**config.mk**
```make
export PLATFORM = sky130hd
export DESIGN_NAME = return_addr_stack_flat
export DESIGN_NICKNAME = d
export VERILOG_FILES = /design/src/rtl/return_addr_stack_pkg.sv /design/src/rtl/return_addr_stack_if.sv /design/src/rtl/return_addr_stack_mem.sv /design/src/rtl/return_addr_stack.sv /design/src/flat_wrapper.sv
export SDC_FILE = /design/constraint.sdc
export NUM_CORES = 1
export LEC_CHECK = 0
export CORE_MARGIN = 3
export CORE_UTILIZATION = 45
export CTS_CLUSTER_SIZE = 10
export DETAILED_ROUTE_END_ITERATION = 7
export SKIP_CTS_REPAIR_TIMING = 1
export SLEW_MARGIN = 20
export SYNTH_ARGS = -nofsm -noshare
export SYNTH_HDL_FRONTEND = slang
export SYNTH_HIERARCHICAL = 1
export SYNTH_SLANG_ARGS = --single-unit
```
**constraint.sdc**
```tcl
create_clock -name clk -period 7.15 [get_ports clk]
set_clock_uncertainty 0.05 [all_clocks]
set_input_delay 1.0725 -clock clk [delete_from_list [all_inputs] [get_ports clk]]
set_output_delay 1.0725 -clock clk [all_outputs]
set_load 0.05 [all_outputs]
```
**src/rtl/return_addr_stack_pkg.sv**
```systemverilog
// Shared definitions for the return address stack: address width, parameter defaults, FSM encoding.
package mips_pkg;
    localparam int                ADDR_W       = 32;
    localparam int                RAS_DEPTH    = 8;
    localparam logic [ADDR_W-1:0] RAS_LINK_INC = 32'd4;

    typedef enum logic {
        IDLE = 1'b0,
        DONE = 1'b1
    } ras_state_e;
endpackage

```
**src/rtl/return_addr_stack_if.sv**
```systemverilog
// Push/pop request and status bundle of the return address stack.
// Macro RETURN_ADDR_STACK_STATS_EN adds the push_cnt/pop_cnt statistics outputs.
interface return_addr_stack_if;
    logic                        en;
    logic                        push;
    logic                        pop;
    logic [mips_pkg::ADDR_W-1:0] pc;
    logic [mips_pkg::ADDR_W-1:0] ret_addr;
    logic                        pop_done;
    logic                        empty;
    logic                        full;
    logic                        overflow;
    logic                        underflow;
`ifdef RETURN_ADDR_STACK_STATS_EN
    logic [15:0]                 push_cnt;
    logic [15:0]                 pop_cnt;

    modport master (output en, push, pop, pc,
                    input  ret_addr, pop_done, empty, full, overflow, underflow, push_cnt, pop_cnt);
    modport slave  (input  en, push, pop, pc,
                    output ret_addr, pop_done, empty, full, overflow, underflow, push_cnt, pop_cnt);
`else
    modport master (output en, push, pop, pc,
                    input  ret_addr, pop_done, empty, full, overflow, underflow);
    modport slave  (input  en, push, pop, pc,
                    output ret_addr, pop_done, empty, full, overflow, underflow);
`endif
endinterface

```
**src/rtl/return_addr_stack_mem.sv**
```systemverilog
// Stack storage: one synchronous write port, one combinational read port, no reset.
module ras_mem
    import mips_pkg::*;
#(
    parameter int DEPTH = RAS_DEPTH,
    parameter int PTR_W = $clog2(DEPTH)
) (
    input  logic              clk,
    input  logic              we,
    input  logic [PTR_W-1:0]  waddr,
    input  logic [ADDR_W-1:0] wdata,
    input  logic [PTR_W-1:0]  raddr,
    output logic [ADDR_W-1:0] rdata
);
    logic [ADDR_W-1:0] mem [DEPTH];

    always_ff @(posedge clk) begin
        if (we) mem[waddr] <= wdata;
    end

    assign rdata = mem[raddr];
endmodule

```
**src/rtl/return_addr_stack.sv**
```systemverilog
// Circular return address stack: push link on jal/jalr, pop on jr $ra, one-cycle pop latency.
// Macro RETURN_ADDR_STACK_STATS_EN adds 16-bit push/pop counters.
module return_addr_stack
    import mips_pkg::*;
#(
    parameter int                DEPTH    = RAS_DEPTH,
    parameter logic [ADDR_W-1:0] LINK_INC = RAS_LINK_INC
) (
    input  logic                 clk,
    input  logic                 rst_n,
    return_addr_stack_if.slave   bus
);
    localparam int PTR_W = $clog2(DEPTH);
    localparam int CNT_W = PTR_W + 1;

    logic [PTR_W-1:0]  top;
    logic [CNT_W-1:0]  count;
    logic [ADDR_W-1:0] link, rd_data, ret_q;
    logic [PTR_W-1:0]  waddr;
    logic              do_push, do_pop, is_empty, is_full, we;
    logic              pop_done_q, overflow_q, underflow_q;
    ras_state_e        state;

    assign do_push  = bus.en & bus.push;
    assign do_pop   = bus.en & bus.pop;
    assign is_empty = (count == '0);
    assign is_full  = (count == CNT_W'(DEPTH));
    assign link     = bus.pc + LINK_INC;

    // A simultaneous push/pop replaces the top entry in place; on an empty
    // stack the link is forwarded straight to ret_addr and nothing is stored.
    assign we    = do_push & ~(do_pop & is_empty);
    assign waddr = do_pop ? top : top + PTR_W'(1);

    ras_mem #(.DEPTH(DEPTH), .PTR_W(PTR_W)) u_mem (
        .clk   (clk),
        .we    (we),
        .waddr (waddr),
        .wdata (link),
        .raddr (top),
        .rdata (rd_data)
    );

    always_ff @(posedge clk or negedge rst_n) begin
        if (!rst_n) begin
            state      <= IDLE;
            pop_done_q <= 1'b0;
        end else if (!bus.en) begin
            state      <= IDLE;
            pop_done_q <= 1'b0;
        end else begin
            case (state)
                IDLE: begin
                    state      <= do_pop ? DONE : IDLE;
                    pop_done_q <= do_pop;
                end
                DONE: begin
                    state      <= do_pop ? DONE : IDLE;
                    pop_done_q <= do_pop;
                end
                default: begin
                    state      <= IDLE;
                    pop_done_q <= 1'b0;
                end
            endcase
        end
    end

    always_ff @(posedge clk or negedge rst_n) begin
        if (!rst_n) begin
            top         <= '0;
            count       <= '0;
            ret_q       <= '0;
            overflow_q  <= 1'b0;
            underflow_q <= 1'b0;
        end else begin
            underflow_q <= do_pop & ~do_push & is_empty;
            case ({do_push, do_pop})
                2'b10: begin
                    top <= top + PTR_W'(1);
                    if (is_full) overflow_q <= 1'b1;
                    else         count      <= count + CNT_W'(1);
                end
                2'b01: begin
                    if (is_empty) begin
                        ret_q <= '0;
                    end else begin
                        ret_q <= rd_data;
                        top   <= top - PTR_W'(1);
                        count <= count - CNT_W'(1);
                    end
                end
                2'b11:   ret_q <= is_empty ? link : rd_data;
                default: ;
            endcase
        end
    end

`ifdef RETURN_ADDR_STACK_STATS_EN
    logic [15:0] push_cnt_q, pop_cnt_q;

    always_ff @(posedge clk or negedge rst_n) begin
        if (!rst_n) begin
            push_cnt_q <= '0;
            pop_cnt_q  <= '0;
        end else begin
            if (do_push) push_cnt_q <= push_cnt_q + 16'd1;
            if (do_pop)  pop_cnt_q  <= pop_cnt_q + 16'd1;
        end
    end

    assign bus.push_cnt = push_cnt_q;
    assign bus.pop_cnt  = pop_cnt_q;
`endif

    assign bus.ret_addr  = ret_q;
    assign bus.pop_done  = pop_done_q;
    assign bus.empty     = is_empty;
    assign bus.full      = is_full;
    assign bus.overflow  = overflow_q;
    assign bus.underflow = underflow_q;
endmodule

```
**src/flat_wrapper.sv**
```systemverilog
// flat-port wrapper written by rule: the top's interface ports become plain ports
module return_addr_stack_flat import mips_pkg::*;
#(
    parameter int                DEPTH    = RAS_DEPTH,
    parameter logic [ADDR_W-1:0] LINK_INC = RAS_LINK_INC
)
  (clk, rst_n, bus_en, bus_push, bus_pop, bus_pc, bus_ret_addr, bus_pop_done, bus_empty, bus_full, bus_overflow, bus_underflow);
  return_addr_stack_if bus_i ();
  input  logic clk;
  input  logic rst_n;
  input wire logic [$bits(bus_i.en)-1:0] bus_en;
  input wire logic [$bits(bus_i.push)-1:0] bus_push;
  input wire logic [$bits(bus_i.pop)-1:0] bus_pop;
  input wire logic [$bits(bus_i.pc)-1:0] bus_pc;
  output wire logic [$bits(bus_i.ret_addr)-1:0] bus_ret_addr;
  output wire logic [$bits(bus_i.pop_done)-1:0] bus_pop_done;
  output wire logic [$bits(bus_i.empty)-1:0] bus_empty;
  output wire logic [$bits(bus_i.full)-1:0] bus_full;
  output wire logic [$bits(bus_i.overflow)-1:0] bus_overflow;
  output wire logic [$bits(bus_i.underflow)-1:0] bus_underflow;
  assign bus_i.en = bus_en;
  assign bus_i.push = bus_push;
  assign bus_i.pop = bus_pop;
  assign bus_i.pc = bus_pc;
  assign bus_ret_addr = bus_i.ret_addr;
  assign bus_pop_done = bus_i.pop_done;
  assign bus_empty = bus_i.empty;
  assign bus_full = bus_i.full;
  assign bus_overflow = bus_i.overflow;
  assign bus_underflow = bus_i.underflow;
  return_addr_stack #(.DEPTH(DEPTH), .LINK_INC(LINK_INC)) u_core (.clk(clk), .rst_n(rst_n), .bus(bus_i));
endmodule
```
==> results.toml, run 1 <==
[critical_path]
cp.arrival_ps = 3070
critPathMaxFanout = 32
worstPathRequired_ps = 6030
start_kind = "flip-flop"
crit_type = "flip-flop to primary output"
end_kind = "primary output"

[global_route]
grt_pass1_wl_um = 41800
grt_pass1_vias = 6937
grtUsageTotal_pct = 18.2
grt_start_max_net_pins = 67
antenna_found_initial = 0
grt_overflow = 0

[floorplanning]
die-width_um = 173
io_pins = 74
start_util_pct = 46.3
rows = 60
core-area_um2 = 27200
fp.dieH_um = 173
die-area_um2 = 30000

[yosys]
synth_cell_types = 55
seq_area_frac_synth_pct = 69.5
ys_warn_count = 6
syn_area_um2 = 12600
yosys_register_bits = 298
synth_edf_count = 256
synth_cells = 672
ys_async_sr_fraction_pct = 14.1
synth_nets = 713
synth_flop_cell = "edfxtp_1"
syn_avg_cell_area_um2 = 18.7

[sta]
drv_slew = 0
setup_viol = 0
rsz0062_at_grt = "false"
hold_violations = 0
setup_slack_ps = 2950
period_share_pct = 58.7
period_needed_ps = 4200
slew-limit-headroom_pct = 35.4
max_freq_mhz = 238
worst_pin_slew_ps = 969
tns_ps = 0

[placed_design]
portBuffers = 73
routabilityCongestion = 0.770
dp_hpwl_um = 16300
place_ws_ps = 2380

[finish]
drive_gt1_share_pct = 19.7
antennaDiodeCount = 0
fin_util_pct = 54.9
layout_common_cells = "edfxtp_1, clkdlybuf4s50_1, dfrtp_1, mux4_1, clkbuf_16"
final_common_cell = "edfxtp_1"
layout.nets = 804
synthToLayoutAreaGrowth_pct = 18.7
fillers = 2124

[cts]
clock_sinks = 298
cts_buffers = 36
cts_root_buf = "clkbuf_16"
h-tree-depth = 2
clk_latency_ps = 500
clkTransAtPathRegs_ps = 50
cts_tree = "built"
cts_buffer_depth = 3

[drt]
drc = 0
met1_length_um = 12800
drt_iter0_drc = 428
dr_wl_met2_um = 12800
maxUsedRoutingLayer = "met4"
vias_per_cell = 5.69
wl_met3_um = 1480
drt.antenna.violating_nets = 0
first_pass_iters = 5
routed_wl_um = 27500
vias = 6608
wl_per_cell_um = 23.6

[run_status]
status = "completed"

[min_path]
holdCritPathClass = "flip-flop to flip-flop"

[power_and_ir_drop]
ir_drop_mv = 0.195
power.density_nw_per_um2 = 382
p_leak_uw = 0.00512

[job]
maxCapViolations = 0
## worst max-delay path, stage by stage (launching register included)
cell	delay, ps
dfrtp_1	420
nor3_1	310
nand2b_1	90
buf_4	280
inv_1	530
clkdlybuf4s50_1	930
## routing by layer
metal	vias up	GRT usage [%]
li1	2932	-
met1	3439	26.6
met2	202	28.1
met3	35	3.93
met4	0	4.49
met5	-	0
## power by group
| part | switching, µW | leakage [µW] | internal [µW] |
|---|---|---|---|
| combinational | 985 | 0.00180 | 782 |
| sequential | 147 | 0.00281 | 2160 |
| clock | 653 | 0.000508 | 973 |
| total | 1780 | 0.00512 | 3910 |
## Yosys cell counts (10+ instances only)
cell type | number | area [µm²]
buf_2 | 12 | 60.1
a21oi_1 | 10 | 50.1
mux2_2 | 33 | 372
xnor2_1 | 19 | 166
dfrtp_1 | 42 | 1050
and3_1 | 15 | 93.8
edfxtp_1 | 256 | 7690
nor2_1 | 41 | 154
a221o_1 | 12 | 120
xor2_1 | 10 | 87.6
mux4_1 | 40 | 1050
mux4_2 | 24 | 541
nand2_1 | 27 | 101
nand4_1 | 10 | 62.6
## path summary, 6_finish.rpt
| kind | from | to | slack [ps] | cells after the start |
|---|---|---|---|---|
| setup reg to reg | u_core/top[1] | u_core/u_mem/mem[6][14] | 3510 | 8 |
| hold / removal | u_core/bus.overflow | u_core/bus.overflow | 430 | 1 |
| min in group asynchronous | rst_n | u_core/count[3] | 560 | 1 |
| max in group asynchronous | rst_n | u_core/top[0] | 5990 | 1 |
| setup / recovery | u_core/count[1] | bus_empty | 2950 | 5 |
| hold reg to reg | u_core/bus.overflow | u_core/bus.overflow | 430 | 1 |
## area by class of cell
cell class	count	area [µm²]	share of cell area (%)
clock buffer	60	1020	6.85
clock inverter	5	31.3	0.210
inverter	6	22.5	0.151
multi-input combinational	333	3640	24.4
sequential	298	8740	58.6
tap	372	465	3.12
timing repair buffer	88	988	6.63
## cell families (layout without fill, tap and decap cells)
family	after synthesis	count (layout)	share of synthesized area [%]
and+or+nand+nor	144	144	6.43
muxes	98	98	15.7
xor gates and xnor gates	34	34	2.67
AOI/OAI and AO/OA	53	53	3.35
DFF	298	298	69.5
buffers and inverters	41	159	1.95
adders and majority gates	4	4	0.398
## stage by stage
step	hold WS [ps]	power [µW]	area (µm²)	std cells
4_1_cts	429	5770	14900	1160
5_1_grt	443	5950	14900	1162
3_3_place_gp	416	4050	13700	1089
2_1_floorplan	396	3570	12600	672
3_5_place_dp	417	4120	13800	1095
6_report	425	5700	14900	1162
## flip-flops by register name (all words and copies together), names as in the netlist
name / count
u_core/bus.pop_done: 1
u_core/top: 3
u_core/bus.underflow: 1
u_core/count: 4
u_core/bus.ret_addr: 32
u_core/bus.overflow: 1
u_core/u_mem/mem: 256
Note: power is estimated with default switching activity, not from simulation.
==> run 2, diff against run 1 <==
==> constraint.sdc (replaced) <==
create_clock -name clk -period 4.35 [get_ports clk]
set_clock_uncertainty 0.05 [all_clocks]
set_input_delay 0.6525 -clock clk [delete_from_list [all_inputs] [get_ports clk]]
set_output_delay 0.6525 -clock clk [all_outputs]
set_load 0.05 [all_outputs]
==> results.toml, run 2 (synthesis results as in run 1) <==
[critical_path]
crit_path_start = "u_core/count[1]"
start_kind = "flip-flop"
cp.arrival_ps = 2750
rr_startpoint = "u_core/count[1]"
end_kind = "primary output"
critPathMaxFanout = 32
crit_type = "flip-flop to primary output"
worstPathRequired_ps = 3650

[finish]
layout.nets = 808
fillers = 2146
fin_util_pct = 54.8
top_register = "u_core/u_mem/mem"
stdcell_count = 1164
antennaDiodeCount = 0
layout_common_cells = "edfxtp_1, clkdlybuf4s50_1, dfrtp_1, mux4_1, clkbuf_16"
final_common_cell = "edfxtp_1"
multi_input_comb_area_um2 = 3640
seqCellArea_um2 = 8740
synthToLayoutAreaGrowth_pct = 18.5
largest_reg_flops = 256
drive_gt1_share_pct = 20.3

[drt]
wl_per_cell_um = 24.3
vias = 6687
drt_iter0_drc = 584
drc = 0
first_pass_iters = 4
routed_wl_um = 28300
vias_per_cell = 5.74
drt.antenna.violating_nets = 0

[sta]
period_share_pct = 79.3
worst_pin_slew_ps = 948
drv_slew = 0
rsz0062_at_grt = "false"
slew-limit-headroom_pct = 36.3
hold_violations = 0
max_freq_mhz = 290
holdWs_ps = 136
period_needed_ps = 3450
setup_slack_ps = 902
setup_viol = 0

[cts]
cts_buffer_depth = 3
h-tree-depth = 2
cts_root_buf = "clkbuf_16"
clkTransAtPathRegs_ps = 50
clock_sinks = 298
cts_tree = "built"
clk_latency_ps = 500
cts_buffers = 37

[power_and_ir_drop]
ir_drop_mv = 0.370
power.density_nw_per_um2 = 637
p_leak_uw = 0.00513

[global_route]
grt_pass1_wl_um = 43500
grtUsageTotal_pct = 19.0
grt_overflow = 0
antenna_found_initial = 0
grt_pass1_vias = 7041
grt_start_max_net_pins = 43

[floorplanning]
start_util_pct = 46.3
fp.dieH_um = 173
die-area_um2 = 30000
io_pins = 74
rows = 60
die-width_um = 173
core-area_um2 = 27200

[min_path]
holdCritPathClass = "input port to async pin"

[run_status]
status = "completed"

[placed_design]
place_ws_ps = 868
routabilityCongestion = 0.771
portBuffers = 73
dp_hpwl_um = 16200
dp_cells = 1100

[job]
maxCapViolations = 0
==> run 2: final cells by class <==
| type | count | share of cell area (%) |
|---|---|---|
| flip-flops and latches | 298 | 58.7 |
| multi-input cells | 333 | 24.5 |
| clock buffers | 59 | 7.19 |
| repair buffers | 91 | 6.05 |
| well taps | 372 | 3.12 |
| clock inverters | 5 | 0.361 |
| inverters | 6 | 0.151 |
==> run 2: critical path, cell delays in order, from the launching register on <==
cell	delay [ps]
dfrtp_1	420
nor3_1	320
nand2b_1	110
buf_4	290
inv_1	240
clkdlybuf4s50_1	860
==> run 2: final timing paths <==
path,end,slack [ps],depth (start not counted)
worst max-delay path,bus_empty,900,5
worst min-delay path,u_core/count[2],140,1
worst max register to register,u_core/u_mem/mem[1][17],1320,8
worst min register to register,u_core/bus.overflow,430,1
max in group asynchronous,u_core/top[0],3620,1
min in group clk,u_core/bus.overflow,430,1
==> run 2: where the power goes <==
part / switching (µW) / internal [µW]
clock network: 1060 / 1740
registers: 247 / 3550
logic: 1630 / 1270
==> run 2: through the flow <==
step	TNS, ps	power (µW)	cell area [µm²]
floorplan	-3970	5870	12600
detailed placement	0	6770	13800
global route	0	9930	14900
finish	0	9490	14900
CTS	0	9610	14900
global placement	0	6730	13800
==> run 2: routing by layer <==
layer	GRT usage, %	part of all wire (%)	vias to the layer above
li1	-	-	2934
met1	27.9	46	3518
met2	29.9	47	210
met3	3.95	5.9	25
met4	3.72	1.0	0
met5	0	0	-
